$ cat src/rtl/rom_pkg.sv
// rom_pkg: shared constants and the lookup-table contents for the rom block.
//   ROM_DEPTH_DEF / ROM_W_DEF : native table depth and word width
//   ROM_AW_DEF                : address bits needed to index the native table
//   rom_word(idx)             : table constant at idx, 0 when idx is out of range
package rom_pkg;

   localparam int unsigned ROM_DEPTH_DEF = 16;
   localparam int unsigned ROM_W_DEF     = 8;
   localparam int unsigned ROM_AW_DEF    = $clog2(ROM_DEPTH_DEF);

   typedef logic [ROM_W_DEF-1:0] rom_word_t;

   // Coefficient table, index 0 first.
   localparam rom_word_t ROM_TABLE [ROM_DEPTH_DEF] = '{
      8'h12, 8'h34, 8'h56, 8'h78, 8'h9A, 8'hBC, 8'hDE, 8'hF0,
      8'h0F, 8'hED, 8'hCB, 8'hA9, 8'h87, 8'h65, 8'h43, 8'h21
   };

   function automatic rom_word_t rom_word(input int unsigned idx);
      rom_word_t word;
      word = '0;
      if (idx < ROM_DEPTH_DEF) begin
         word = ROM_TABLE[idx[ROM_AW_DEF-1:0]];
      end
      return word;
   endfunction

endpackage

$ cat src/rtl/rom_if.sv
// rom_if: read bus of the rom block.
//   E     : read enable, active high (master -> slave)
//   addr  : word address             (master -> slave)
//   data  : registered read data     (slave -> master)
//   valid : data holds a word read on the previous edge (slave -> master)
interface rom_if #(
   parameter int unsigned ADDR_W = 4,
   parameter int unsigned DATA_W = 8
) ();

   logic              E;
   logic [ADDR_W-1:0] addr;
   logic [DATA_W-1:0] data;
   logic              valid;

   modport master (
      output E,
      output addr,
      input  data,
      input  valid
   );

   modport slave (
      input  E,
      input  addr,
      output data,
      output valid
   );

endinterface

$ cat src/rtl/rom_table.sv
// rom_table: purely combinational address -> word lookup.
//   addr : word address (ADDR_W bits)
//   word : table word resized to DATA_W (zero-extended or truncated)
// Addresses beyond the native table depth return 0; addr is never wrapped.
module rom_table
   import rom_pkg::*;
#(
   parameter int unsigned ADDR_W = 4,
   parameter int unsigned DATA_W = 8
) (
   input  logic [ADDR_W-1:0] addr,
   output logic [DATA_W-1:0] word
);

   logic [ROM_AW_DEF-1:0] low_addr;
   logic                  in_range;
   rom_word_t             raw_word;

   // Split addr into the part that indexes the table and the part that must be zero.
   if (ADDR_W > ROM_AW_DEF) begin : g_wide_addr
      assign low_addr = addr[ROM_AW_DEF-1:0];
      assign in_range = ~|addr[ADDR_W-1:ROM_AW_DEF];
   end else if (ADDR_W == ROM_AW_DEF) begin : g_exact_addr
      assign low_addr = addr;
      assign in_range = 1'b1;
   end else begin : g_narrow_addr
      assign low_addr = {{(ROM_AW_DEF - ADDR_W){1'b0}}, addr};
      assign in_range = 1'b1;
   end

   always_comb begin
      raw_word = '0;
      if (in_range) begin
         raw_word = rom_word(32'(low_addr));
      end
   end

   if (DATA_W > ROM_W_DEF) begin : g_wide_data
      assign word = {{(DATA_W - ROM_W_DEF){1'b0}}, raw_word};
   end else if (DATA_W == ROM_W_DEF) begin : g_exact_data
      assign word = raw_word;
   end else begin : g_narrow_data
      assign word = raw_word[DATA_W-1:0];
   end

endmodule

$ cat src/rtl/rom.sv
// rom: 16 x 8 read-only coefficient store with an enable-gated registered read.
//   clk   : rising-edge clock
//   rst_n : asynchronous active-low reset, clears data and valid immediately
//   bus   : rom_if slave (E, addr in; data, valid out)
// An enabled edge loads TABLE[addr] and sets valid; a disabled edge clears both,
// so the output never holds a stale word. Outputs come straight from flops.
module rom
   import rom_pkg::*;
#(
   parameter int unsigned ADDR_W = 4,
   parameter int unsigned DATA_W = 8
) (
   input logic   clk,
   input logic   rst_n,
   rom_if.slave  bus
);

   logic [DATA_W-1:0] table_word;
   logic [DATA_W-1:0] data_d, data_q;
   logic              valid_d, valid_q;

   rom_table #(
      .ADDR_W (ADDR_W),
      .DATA_W (DATA_W)
   ) u_table (
      .addr (bus.addr),
      .word (table_word)
   );

   // E gates the load; with E low the table output (and any unknown addr) is ignored.
   always_comb begin
      data_d  = '0;
      valid_d = 1'b0;
      if (bus.E) begin
         data_d  = table_word;
         valid_d = 1'b1;
      end
   end

   always_ff @(posedge clk or negedge rst_n) begin
      if (!rst_n) begin
         data_q  <= '0;
         valid_q <= 1'b0;
      end else begin
         data_q  <= data_d;
         valid_q <= valid_d;
      end
   end

   assign bus.data  = data_q;
   assign bus.valid = valid_q;

endmodule

$ cat src/flat_wrapper.sv
// flat-port wrapper written by rule: the top's interface ports become plain ports
module rom_flat import rom_pkg::*;
#(
   parameter int unsigned ADDR_W = 4,
   parameter int unsigned DATA_W = 8
)
  (clk, rst_n, bus_E, bus_addr, bus_data, bus_valid);
  rom_if #(.ADDR_W(ADDR_W), .DATA_W(DATA_W)) bus_i ();
  input logic clk;
  input logic rst_n;
  input wire logic [$bits(bus_i.E)-1:0] bus_E;
  input wire logic [$bits(bus_i.addr)-1:0] bus_addr;
  output wire logic [$bits(bus_i.data)-1:0] bus_data;
  output wire logic [$bits(bus_i.valid)-1:0] bus_valid;
  assign bus_i.E = bus_E;
  assign bus_i.addr = bus_addr;
  assign bus_data = bus_i.data;
  assign bus_valid = bus_i.valid;
  rom #(.ADDR_W(ADDR_W), .DATA_W(DATA_W)) u_core (.clk(clk), .rst_n(rst_n), .bus(bus_i));
endmodule
$ cat config.mk
export PLATFORM = sky130hd
export DESIGN_NAME = rom_flat
export DESIGN_NICKNAME = d
export VERILOG_FILES = /design/src/rtl/rom_pkg.sv /design/src/rtl/rom_if.sv /design/src/rtl/rom_table.sv /design/src/rtl/rom.sv /design/src/flat_wrapper.sv
export SDC_FILE = /design/constraint.sdc
export NUM_CORES = 1
export LEC_CHECK = 0
export ABC_CLOCK_PERIOD_IN_PS = 800
export CORE_UTILIZATION = 30
export DETAILED_ROUTE_END_ITERATION = 10
export MAX_ROUTING_LAYER = met4
export PLACE_DENSITY = 0.66
export SYNTH_ARGS = -nofsm -noshare
export SYNTH_HDL_FRONTEND = slang
export SYNTH_SLANG_ARGS = --single-unit
$ cat constraint.sdc
create_clock -name clk -period 0.8 [get_ports clk]
set_input_delay 0.12 -clock clk [delete_from_list [all_inputs] [get_ports clk]]
set_output_delay 0.12 -clock clk [all_outputs]
set_load 0.1 [all_outputs]
# --- Word-level counts from Yosys, hierarchy flattened ---
# Memory sizes are Yosys's and may differ from the RTL's.
# Index checks and enable logic that the tools add are counted.
totals:
  rom_bits: 128
  output_inout_bits: 9
  inputBits: 7
  n_memories: 1
  ff_bits: 9
op_classes:
  bitwise_logic: 1
  n_mux: 4
  order_cmp: 1
mem_list:
  columns: ["name", "words", "width", "read_ports", "rd_ports_with_merged_regs", "write_ports", "line", "text"]
  rows:
  - ["(no name shown)", 16, 8, 1, 0, 0, "rom_pkg.sv:23", "word = ROM_TABLE[idx[ROM_AW_DEF-1:0]];"]
ops:
  columns: ["operator", "count"]
  rows:
  - ["$mux W8", 3]
  - ["$ge A5 B5 Y1 const B", 1]
  - ["$not A4 Y5", 1]
  - ["$mux W1", 1]

# --- Logic depth before layout (Yosys ltp) ---
# Gate-level depths: netlist of run 1.
logic_depth:
  ltp_word: 5
  mapped_depth: 4

# --- Modules after synthesis ---
# From an unflattened synthesis of run 1, not the netlist that was laid out.
unflattened:
  hier_cells: 34
  area_unflattened_um2: 411.6
by_module_without_submodules:
  columns: ["module", "n_inst", "cells_each", "seq_area_each_um2", "area_per_inst_um2"]
  rows:
  - ["rom", 1, 17, 225.2, 275.3]
  - ["rom_table", 1, 17, 0.0, 136.4]

# --- Least setup slack after synthesis of run 1 ---
# No wires, ideal clock.
synth_path:
  path_type: "reg2out"
  start: "reg u_core.data_q[0] (netlist: u_core.bus.data[0])"
  end: "out bus_data[0]"
  path_slack_ps: -203
  n_path_buf: 0
  arrival_ps: 883
  path_stages_with_launch: 1
  cell_sequence: "dfrtp_1"
synth_rtl:
  columns: ["element", "line", "text"]
  rows:
  - ["start, declared", "rom.sv:19", "logic [DATA_W-1:0] data_d, data_q;"]
  - ["start signal, assigned", "rom.sv:45", "data_q <= data_d;"]
  - ["end, declared", "flat_wrapper.sv:13", "output wire logic [$bits(bus_i.data)-1:0] bus_data;"]
# No word-level cell between the ends.

# --- Final worst setup path of run 1 ---
layout_path:
  start: "reg u_core.data_q[7] (netlist: u_core.bus.data[7])"
  end: "out bus_data[7]"
# No word-level cell between the ends.

==> results of run 1 <==
[through the flow]
step           hold slack, ps  instances  setup WS [ps]  total power [mW]  util, %
5_1_grt                 166.5         70         -190.0             1.353    62.82
6_report                155.7         70         -150.4             1.280    62.82
3_3_place_gp            414.3         66         -541.9            0.9697    61.65
3_5_place_dp            417.2         66         -587.9            0.9791    61.65
4_1_cts                 157.1         70         -160.5             1.297    62.71
2_1_floorplan          -175.6         30         -8.907            0.7544        -
[routing by layer]
layer	up-vias	part of all wire (%)
li1	151	-
met1	135	35
met2	15	57
met3	2	5.3
met4	0	2.4
met5	-	0
[cells in the mapped netlist]
| cell type | instances | area share (%) |
|---|---|---|
| o21bai_1 | 1 | 1.9 |
| and2b_1 | 1 | 1.9 |
| nor2b_1 | 2 | 3.1 |
| dfrtp_1 | 9 | 57 |
| nand2b_1 | 2 | 3.1 |
| or2b_1 | 1 | 1.9 |
| ha_1 | 4 | 13 |
| a21boi_1 | 2 | 3.8 |
| a31o_2 | 1 | 2.2 |
| and4bb_1 | 1 | 3.1 |
| or3b_1 | 1 | 2.2 |
| and2_1 | 2 | 3.1 |
| mux2i_1 | 1 | 2.5 |
| inv_1 | 2 | 1.9 |
[worst max path at each step]
stage	endpoint	slack [ps]	cells after the start
6_report	bus_data[7]	-150	1
5_1_grt	bus_data[2]	-190	1
4_1_cts	bus_data[7]	-160	1
3_5_place_dp	u_core.bus.data[7]$_DFF_PN0_	-590	5
3_3_place_gp	u_core.bus.data[7]$_DFF_PN0_	-540	5
2_1_floorplan	u_core.bus.data[3]$_DFF_PN0_	-9	3
[area by class of cell]
type / instances / area, um2 / area share (%)
inverter: 2 / 7.507 / 1.020
clock buffer: 4 / 26.28 / 3.571
timing repair buffer: 22 / 280.3 / 38.10
sequential: 9 / 236.5 / 32.14
multi-input combinational: 19 / 167.7 / 22.79
tap: 14 / 17.52 / 2.381
[cells by family (layout without fill, tap and decap cells)]
| logic type | count (synthesis) | count (layout) |
|---|---|---|
| adders and majority gates | 4 | 4 |
| DFF | 9 | 9 |
| AOI/OAI and AO/OA | 4 | 4 |
| muxes | 1 | 1 |
| buffers and inverters | 2 | 28 |
| and+or+nand+nor | 10 | 10 |
[power by group]
group	internal (mW)	switching [mW]	leakage, nW
Combinational	0.176	0.270	0.230
Sequential	0.488	0.0227	0.103
Clock	0.191	0.133	0.0150
Total	0.854	0.426	0.348
[registers in the layout (all words and copies together), names as in the netlist]
signal            count
u_core.bus.data       8
u_core.bus.valid      1
[timing repair]
item | 4_1_cts | 5_1_grt
endpoints found under the hold margin | 0 | 0
endpoints found under the setup margin | 14 | 10
gates resized for setup | 11 | 1
pin swaps | 1 | 1
==> results_dict.tcl, run 1 <==
set metrics [dict create \
    status "complete, but fails checks" \
    violations "negative setup slack" \
    cellLeakagePower_nw 0.3480 \
    final.setup.tns_ps -1298 \
    worstPathArrival_ps 830 \
    synth_compound_area_share_pct 7.862 \
    clockRootBuffer "clkbuf_4" \
    ys_seq_elements 9 \
    path_buf_inv 1 \
    area_growth_pct 84.91 \
    place.gp.congestion 0.7177 \
    muxShareOfSynthArea_pct 2.516 \
    grt_pass1_vias 291 \
    busiest_layer "met2" \
    syn_area_per_cell_um2 13.26 \
    antenna_found_initial 0 \
    fmax_mhz 1052 \
    met2_usage_pct 24.15 \
    num_rows 12 \
    synth_top_family_by_area "simple AND/OR/NAND/NOR gates" \
    power_density_nw_per_um2 1740 \
    portBuffers 15 \
    min_period_over_period_pct 118.8 \
    drc 0 \
    n_fill_cell 96 \
    die_area_um2 1476 \
    cts_max_level 1 \
    synth_adder_area_share_pct 12.58 \
    grt_setup_unrepaired "true" \
    hold_viol 0 \
    cts.path.max_buffers 2 \
    synthXorXnorAreaFrac_pct 0 \
    crit_start "u_core.bus.data[7]$_DFF_PN0_" \
    slew_headroom_pct 88.86 \
    synth_nets 41 \
    tightestPinTransition_ps 167.0 \
    maxCapViolCount 0 \
    worst_path_largest_cell_delay_ps 410 \
    cp_cell_sequence "buf_12" \
    fin_crit_ps 950.4 \
    cts_setup_buffers 0 \
    n_antenna_cell 0 \
    routedWlPerCell_um 10.23 \
    viasPerCell 4.329 \
    worstSetupStartpointType "register" \
    setup_viol 9 \
    synth-seq-area-share_pct 56.60 \
    layout_common_cells "buf_12 (9), dfrtp_2 (9), buf_4 (7), ha_1 (3), clkbuf_4 (3)" \
    postCtsHoldBufs 0 \
    numCtsBuffers 3 \
    cts.clk_slew.worst_paths_ps 60 \
    setup.worst_path.class "register to output port" \
    use_met3_pct 3.488 \
    path_max_fanout 1 \
    cts_tree "yes" \
    irDropWorstVdd_v 0.0005920 \
    crit_family "flip-flops" \
    nets 68 \
    wl_um 716 \
    required_ps 680 \
    post_dp_cell_area_um2 721.9 \
    cp-end-kind "output port" \
    post-route-worst-setup-slack_ps -150.4 \
    start_util_pct 33.97 \
    syn_area_um2 397.9 \
    min_path_type "input pin to asynchronous set/reset pin" \
    clock-sinks 9 \
    fp.coreArea_um2 1171 \
    die_x_um 38.42 \
    overflow 0 \
    grt_start_max_net_pins 10 \
    synthCells 30 \
    crit_slowest_cell "dfrtp_2" \
    fin_area_um2 735.7 \
    drtPass1Iterations 4 \
    dp_hpwl_um 634.1 \
    drive_above_1_share_pct 60.71 \
    ioPinCount 16 \
    grt_usage_pct 13.94 \
    final_max_slew_viol_count 0 \
    die_h_um 38.42 \
    ant_nets 0 \
    yosysUniqueCellTypes 14 \
    grtUsageMet1_pct 12.13 \
    via_count 303 \
    synthSimpleGateAreaFrac_pct 18.55 \
    yosys_warnings 0 \
    first_iter_violations 6 \
    grt_pass1_wl_um 1221 \
]
No activity file was read; power rests on OpenSTA's default activity.
==> run 2: changes to the inputs <==
--- a/config.mk
+++ b/config.mk
@@ -6,6 +6,7 @@
 export NUM_CORES = 1
 export LEC_CHECK = 0
 export ABC_CLOCK_PERIOD_IN_PS = 800
+export CAP_MARGIN = 15
 export CORE_UTILIZATION = 30
 export DETAILED_ROUTE_END_ITERATION = 10
 export MAX_ROUTING_LAYER = met4
==> results of run 2 <==
Final layout, timing and power as in run 1 (identical DEF).
==> run 3: changes to the inputs <==
--- a/config.mk
+++ b/config.mk
@@ -5,10 +5,11 @@
 export SDC_FILE = /design/constraint.sdc
 export NUM_CORES = 1
 export LEC_CHECK = 0
-export ABC_CLOCK_PERIOD_IN_PS = 800
+export ABC_CLOCK_PERIOD_IN_PS = 1100
 export CAP_MARGIN = 15
 export CORE_UTILIZATION = 30
 export DETAILED_ROUTE_END_ITERATION = 10
+export GPL_TIMING_DRIVEN = 0
 export MAX_ROUTING_LAYER = met4
 export PLACE_DENSITY = 0.66
 export SYNTH_ARGS = -nofsm -noshare
==> constraint.sdc (replaced) <==
create_clock -name clk -period 1.1 [get_ports clk]
set_input_delay 0.165 -clock clk [delete_from_list [all_inputs] [get_ports clk]]
set_output_delay 0.165 -clock clk [all_outputs]
set_load 0.1 [all_outputs]
==> run 3 against run 2 <==
The flow now finishes without violations. First-iteration DRC count down 67%. Sequential cell count unchanged. Critical path depth unchanged. Combinational power down 43%. Die area unchanged. Final area down 23%. Global-route usage down 2.4 points. Wire length down 6.7%. Count of clock-buffer cells in the layout unchanged. Cell count down 10%. Critical path type unchanged. Largest cell class is now flip-flops and latches. Largest power group unchanged. Highest routed layer unchanged.
==> results_dict.tcl, run 3 (synthesized netlist as in run 1, its figures left out) <==
set metrics [dict create \
    routedWlPerCell_um 10.60 \
    area_growth_pct 42.14 \
    cts_max_level 1 \
    wl_um 668 \
    worstPathArrival_ps 880 \
    die_h_um 38.42 \
    portBuffers 15 \
    cts-resized-gates 57 \
    largest_reg_flops 8 \
    cts.path.max_buffers 2 \
    fp.coreArea_um2 1171 \
    final_max_slew_viol_count 0 \
    crit_slowest_cell "dfrtp_1" \
    cp-end-kind "output port" \
    clock-sinks 9 \
    min_period_over_period_pct 94.77 \
    grt_pass1_vias 259 \
    via_count 282 \
    layout_common_cells "buf_4 (9), dfrtp_1 (9), ha_1 (4)" \
    cts.clk_slew.worst_paths_ps 50 \
    setup.worst_path.class "register to output port" \
    path_max_fanout 1 \
    hold_viol 0 \
    min_path_type "input pin to asynchronous set/reset pin" \
    required_ps 940 \
    grt_usage_pct 11.53 \
    setup_viol 0 \
    cp_cell_sequence "buf_4" \
    cts_setup_buffers 0 \
    power_density_nw_per_um2 1506 \
    ioPinCount 16 \
    cellLeakagePower_nw 0.2972 \
    path_buf_inv 1 \
    nets 61 \
    die_area_um2 1476 \
    start_util_pct 33.97 \
    maxCapViolCount 0 \
    clockRootBuffer "clkbuf_4" \
    worstSetupStartpointType "register" \
    cts_tree "yes" \
    post_dp_cell_area_um2 565.5 \
    overflow 0 \
    grt_pass1_wl_um 1069 \
    place.gp.congestion 0.7428 \
    status "finished clean" \
    die_x_um 38.42 \
    viasPerCell 4.476 \
    n_fill_cell 117 \
    crit_family "flip-flops" \
    drive_above_1_share_pct 26.53 \
    grt_setup_unrepaired "false" \
    fmax_mhz 959.2 \
    hold_ws_ps 185.9 \
    irDropWorstVdd_v 0.0003821 \
    n_antenna_cell 0 \
    slew_headroom_pct 75.99 \
    antenna_found_initial 0 \
    drtPass1Iterations 3 \
    fin_crit_ps 1043 \
    num_rows 12 \
    fin_area_um2 565.5 \
    ant_nets 0 \
    tightestPinTransition_ps 359.0 \
    drc 0 \
    worst_path_largest_cell_delay_ps 330 \
    numCtsBuffers 3 \
    postCtsHoldBufs 0 \
    first_iter_violations 2 \
    grt_start_max_net_pins 11 \
]
==> run 3: cell type report <==
| type | count | area, um2 | area share, % |
|---|---|---|---|
| clock buffers | 4 | 26.28 | 4.646 |
| flip-flops and latches | 9 | 225.2 | 39.82 |
| inverters | 2 | 7.507 | 1.327 |
| repair buffers | 15 | 123.9 | 21.90 |
| well taps | 14 | 17.52 | 3.097 |
| multi-input cells | 19 | 165.2 | 29.20 |
==> run 3: power by group <==
group / internal, mW / switching (mW) / total, mW
registers: 0.351 / 0.00564 / 0.357
logic: 0.0633 / 0.192 / 0.256
clock network: 0.139 / 0.100 / 0.239
total: 0.553 / 0.298 / 0.851
==> run 3: per-stage QoR <==
stage | utilization (%) | instances | power, mW | setup WS [ps] | setup TNS, ps
2_1_floorplan | - | 30 | 0.5437 | 51.75 | 0
4_1_cts | 48.29 | 63 | 0.8647 | 32.03 | 0
3_3_place_gp | 48.29 | 59 | 0.6242 | -489.5 | -5670
6_report | 48.29 | 63 | 0.8515 | 57.48 | 0
3_5_place_dp | 48.29 | 59 | 0.6303 | -526.4 | -5943
5_1_grt | 48.29 | 63 | 0.9077 | 19.97 | 0
==> run 3: worst max path at each step <==
stage,startpoint,end,slack (ps),depth (start not counted)
3_5_place_dp,u_core.bus.data[3]$_DFF_PN0_,bus_data[3],-530,1
3_3_place_gp,u_core.bus.data[1]$_DFF_PN0_,bus_data[1],-490,1
2_1_floorplan,u_core.bus.data[0]$_DFF_PN0_,bus_data[0],50,0
4_1_cts,u_core.bus.data[3]$_DFF_PN0_,bus_data[3],30,1
6_report,u_core.bus.data[3]$_DFF_PN0_,bus_data[3],60,1
5_1_grt,u_core.bus.data[3]$_DFF_PN0_,bus_data[3],20,1
==> run 3: metal layers <==
metal	GRT usage, %	vias up	routed length (um)
li1	-	136	-
met1	11.31	128	246
met2	19.49	16	337
met3	1.744	2	62
met4	10.34	0	21
met5	-	-	0
